[src/rtl/dot_acc.sv]
// Accumulates LEN unsigned 16-bit products into a saturating ACC_W-bit sum and
// presents the completed dot product with a valid/ready handshake.
module dot_acc #(
  parameter int LEN   = 8,
  parameter int ACC_W = 24
) (
  input  logic             clk,
  input  logic             rst,
  input  logic [15:0]      prod,
  input  logic             in_valid,
  output logic             in_ready,
  input  logic             clear,
  output logic [ACC_W-1:0] acc_out,
  output logic             ovf,
  output logic             out_valid,
  input  logic             out_ready,
  output logic [7:0]       count
);

  typedef enum logic [1:0] {IDLE, ACC, HOLD} state_t;

  // The counter is one bit wider than the port so that LEN=256 can still be
  // detected; the count port then reads 0 while holding a 256-product result.
  localparam logic [8:0]       LAST    = 9'(LEN);
  localparam logic [ACC_W-1:0] ACC_MAX = '1;

  state_t           state, stateNext;
  logic [ACC_W-1:0] acc, accNext;
  logic [8:0]       cnt, cntNext;
  logic             ovfReg, ovfNext;
  logic             accept;
  logic [ACC_W:0]   sum;

  assign accept = in_valid && (state != HOLD);
  assign sum    = {1'b0, acc} + {{(ACC_W-15){1'b0}}, prod};

  // State register: reset dominates everything else.
  always_ff @(posedge clk) begin
    if (rst) begin
      state  <= IDLE;
      acc    <= '0;
      cnt    <= '0;
      ovfReg <= 1'b0;
    end else begin
      state  <= stateNext;
      acc    <= accNext;
      cnt    <= cntNext;
      ovfReg <= ovfNext;
    end
  end

  // Next-state logic: clear aborts the vector before any accept or handshake.
  always_comb begin
    stateNext = state;
    accNext   = acc;
    cntNext   = cnt;
    ovfNext   = ovfReg;
    if (clear) begin
      stateNext = IDLE;
      accNext   = '0;
      cntNext   = '0;
      ovfNext   = 1'b0;
    end else begin
      unique case (state)
        IDLE, ACC: begin
          if (accept) begin
            cntNext = cnt + 9'd1;
            // Once saturated the sum stays pinned for the rest of the vector.
            if (ovfReg || sum[ACC_W]) begin
              accNext = ACC_MAX;
              ovfNext = 1'b1;
            end else begin
              accNext = sum[ACC_W-1:0];
            end
            stateNext = (cntNext == LAST) ? HOLD : ACC;
          end
        end
        HOLD: begin
          if (out_ready) begin
            stateNext = IDLE;
            accNext   = '0;
            cntNext   = '0;
            ovfNext   = 1'b0;
          end
        end
        default: stateNext = IDLE;
      endcase
    end
  end

  assign in_ready  = (state != HOLD);
  assign out_valid = (state == HOLD);
  assign acc_out   = (state == HOLD) ? acc : '0;
  assign ovf       = ovfReg;
  assign count     = cnt[7:0];

endmodule

[config.mk]
export PLATFORM = sky130hd
export DESIGN_NAME = dot_acc
export DESIGN_NICKNAME = d
export VERILOG_FILES = /design/src/rtl/dot_acc.sv
export SDC_FILE = /design/constraint.sdc
export NUM_CORES = 1
export LEC_CHECK = 0
export ABC_AREA = 1
export CAP_MARGIN = 20
export CELL_PAD_IN_SITES_DETAIL_PLACEMENT = 0
export CELL_PAD_IN_SITES_GLOBAL_PLACEMENT = 2
export CORE_AREA = 5 5 115 117
export DETAILED_ROUTE_END_ITERATION = 8
export DIE_AREA = 0 0 120 122
export GPL_TIMING_DRIVEN = 0
export PLACE_DENSITY_LB_ADDON = 0.1
export SLEW_MARGIN = 30
export SYNTH_ARGS = -nofsm -noshare
export SYNTH_HDL_FRONTEND = slang
export SYNTH_SLANG_ARGS = --single-unit
[constraint.sdc]
create_clock -name clk -period 2.7 [get_ports clk]
set_input_delay 0.54 -clock clk [delete_from_list [all_inputs] [get_ports clk]]
set_output_delay 0.54 -clock clk [all_outputs]
set_load 0.02 [all_outputs]
==> key figures <==
Status
  – Status: completed

STA
  – Fmax: 0.393 GHz
  – Slew headroom: 52.5%
  – RSZ-0062 raised after global routing: false
  – Final setup violation count: 0
  – Pins Over Slew Limit: 0
  – Final Hold Vio Count: 0
  – Hold Worst Slack: 477 ps
  – Fin crit share: 94.3%
  – Setup Skew: 7.42 ps
  – Setup ws final: 154 ps
  – Worst Tran Pin Value: 712 ps
  – Final worst path period need: 2550 ps

Critical path
  – Worst setup SP type: primary input
  – Required @ worst endpoint: 2850 ps
  – Worst Setup End Kind: flip-flop
  – Reg-to-Reg Start: acc[0]$_SDFFE_PP0P_
  – Critical path class: in -> reg
  – CP arrival: 2700 ps
  – Critical Path Start: prod[0]
  – Worst Path Max Fanout: 5

Placement
  – HPWL Detailed: 8490 um
  – Final GP Congestion: 0.818
  – Port Buffers: 55
  – Dpl ws: -338 ps

Yosys
  – Ys flop type: dfxtp_1
  – Sequential share of the synthesized area: 22.5%
  – Syn nets: 594
  – Synthesis-stage register bit count: 36
  – Largest family of logic cells by synthesized area: simple AND/OR/NAND/NOR gates
  – Mux cell area share after synthesis: 0%
  – Post-synthesis simple-gate area fraction: 42.0%
  – Cells after Synth: 555
  – Yosys top cell area share: 23.7%
  – Post-synthesis instance area: 3200 um2
  – Syn Area/Cell: 5.77 um2
  – XOR/XNOR share of the synthesized area: 3.56%
  – Area share of fa/ha/maj cells after synthesis: 7.27%
  – Cell variety after synth: 39
  – Main area contributors after synthesis: nand2_1 24%, dfxtp_1 23%, inv_1 10%
  – Synthesis warning total: 0
  – Largest area contributor in the netlist: nand2_1
  – Post-synth EDFFs: 0
  – Fraction of registers with async set/reset: 0%
  – Synth Area in Compound Gates: 9.58%

Layout
  – Layout area overhead: 29.8%
  – Layout cell share with drive strength beyond 1: 7.74%
  – Fin nets: 658
  – # fillers: 1411
  – Total area of sequential cells: 721 um2
  – ANT cells: 0
  – Area used by multi-input combinational logic: 2020 um2

Global route
  – First-pass GRT wire length: 17200 um
  – Via count of the first global-routing pass: 3354
  – Initial antenna violation count: 0
  – GR Overflow Total: 0
  – Largest net degree at the start of global routing: 14
  – Total global-route track usage: 15.1%

Power and ir drop
  – Pwr Density: 350 nW/um2
  – Lkg Pwr: 1.88 nW
  – Peak VDD IR: 0.187 mV

Clocking
  – Worst-skew pair later-pin latency: 300 ps
  – CTS buffer count: 5
  – Largest buffer count on any clock path: 2
  – # hold bufs at CTS: 0
  – TritonCTS sink count: 36
  – H-Tree Depth: 2
  – TritonCTS clock tree: built
  – Root Buffer: clkbuf_16
  – Worst-path clk slew: 60 ps

Floorplan
  – Number of core rows: 41
  – Initial Utilization: 26.1%
  – Die height: 122 um
  – Die area: 14600 um2
  – Core ar.: 12300 um2
  – Io pins: 56
  – Die width: 120 um

Drt
  – Residual DRC count: 0
  – Drt via density: 4.35
  – Starting DRC count in detailed routing: 135
  – Via count: 3350
  – TritonRoute pass-1 iters: 4
  – Detail Route Antenna Nets: 0
  – Wire per inst: 14.0 um
  – Routed WL: 10800 um

Worst hold path
  – Hold WC Path Type: reg -> reg
  – Hold_sp: cnt[4]$_SDFFE_PP0P_

Job
  – Max-cap violations: 0
## cell usage in the layout (no fill, tap or decap), drive strengths merged, types with 5 or more instances in the layout
master,instances
inv,87
ha,17
nand4,5
a21oi,41
dfxtp,36
xor2,6
clkbuf,11
o21ai,7
nand2,205
buf,17
nor2,68
nand3,37
xnor2,7
clkdlybuf4s50,53
## state kept, by name, indices dropped and copies added (netlist names)
| signal | flops |
|---|---|
| ovf | 1 |
| state | 2 |
| cnt | 9 |
| acc | 24 |
## cells by family after synthesis
family / Yosys count
AND/OR/NAND/NOR: 324
buffers and inverters: 109
AO/OA/AOI/OAI: 55
flip-flops: 36
adder cells (fa/ha/maj): 18
XOR/XNOR: 13
## metrics by stage
step | power, mW | TNS [ps] | area [um2] | cells | utilization (%)
after global placement | 0.847 | -7120 | 3940 | 760 | 32.1
after global routing | 1.54 | 0 | 4160 | 770 | 33.9
final | 1.45 | 0 | 4160 | 770 | 33.9
after floorplan | 0.748 | 0 | 3200 | 555 | -
after detailed placement | 0.846 | -6530 | 3940 | 760 | 32.1
after CTS | 1.49 | 0 | 4090 | 768 | 33.4
## cell usage after synthesis, types with 2 or more instances
cell / instances
a21oi_1: 41
a22oi_1: 2
buf_2: 3
buf_4: 8
buf_6: 5
clkbuf_1: 5
dfxtp_1: 36
ha_1: 17
inv_1: 85
nand2_1: 202
nand2_2: 3
nand3_1: 37
nand4_1: 5
nor2_1: 65
nor3_1: 2
o21ai_0: 5
xnor2_1: 7
xor2_1: 6
## critical path, cell delays in order
cell	delay [ps]
clkdlybuf4s50_1	410
ha_2	210
fa_2	420
nand2_2	90
nand2_2	80
nand3_2	100
nand2_2	90
nand2_2	80
nand2_2	70
nor2_4	220
clkbuf_16	200
nand3_1	70
nand2_1	60
a21oi_1	50
## cell type report
cell class | instances | share of cell area [%]
inverter | 88 | 8.01
buffer | 21 | 3.85
timing repair buffer | 57 | 14.2
clock inverter | 3 | 0.572
clock buffer | 5 | 3.01
multi-input combinational | 410 | 48.5
tap | 150 | 4.52
sequential | 36 | 17.3
## routing by layer
metal / routed length [um] / vias to the layer above / track usage [%]
met3: 393 / 9 / 3.53
li1: - / 1827 / -
met4: 208 / 0 / 4.87
met2: 4730 / 52 / 24.1
met5: 0 / - / 0
met1: 5450 / 1462 / 20.3
## timing repair
item | 4_1_cts | 5_1_grt
cloned | 0 | 1
setup endpoints to repair | 6 | 41
setup buffers | 0 | 1
pin swaps | 0 | 2
gates resized for setup | 1 | 14
## path summary, 6_finish.rpt
kind	end	slack [ps]	cells past startpoint
worst max-delay path	acc[23]$_SDFFE_PP0P_	150	14
worst min-delay path	cnt[4]$_SDFFE_PP0P_	480	2
worst max register to register	acc[23]$_SDFFE_PP0P_	470	13
worst min register to register	cnt[4]$_SDFFE_PP0P_	480	2
## power by group
part           internal (mW)  switching (mW)  leakage [nW]
clock network          0.344           0.275        0.0660
registers              0.543          0.0107         0.292
logic                  0.111           0.170          1.52
total                  0.998           0.456          1.88
No activity file was read; power rests on OpenSTA's default activity.
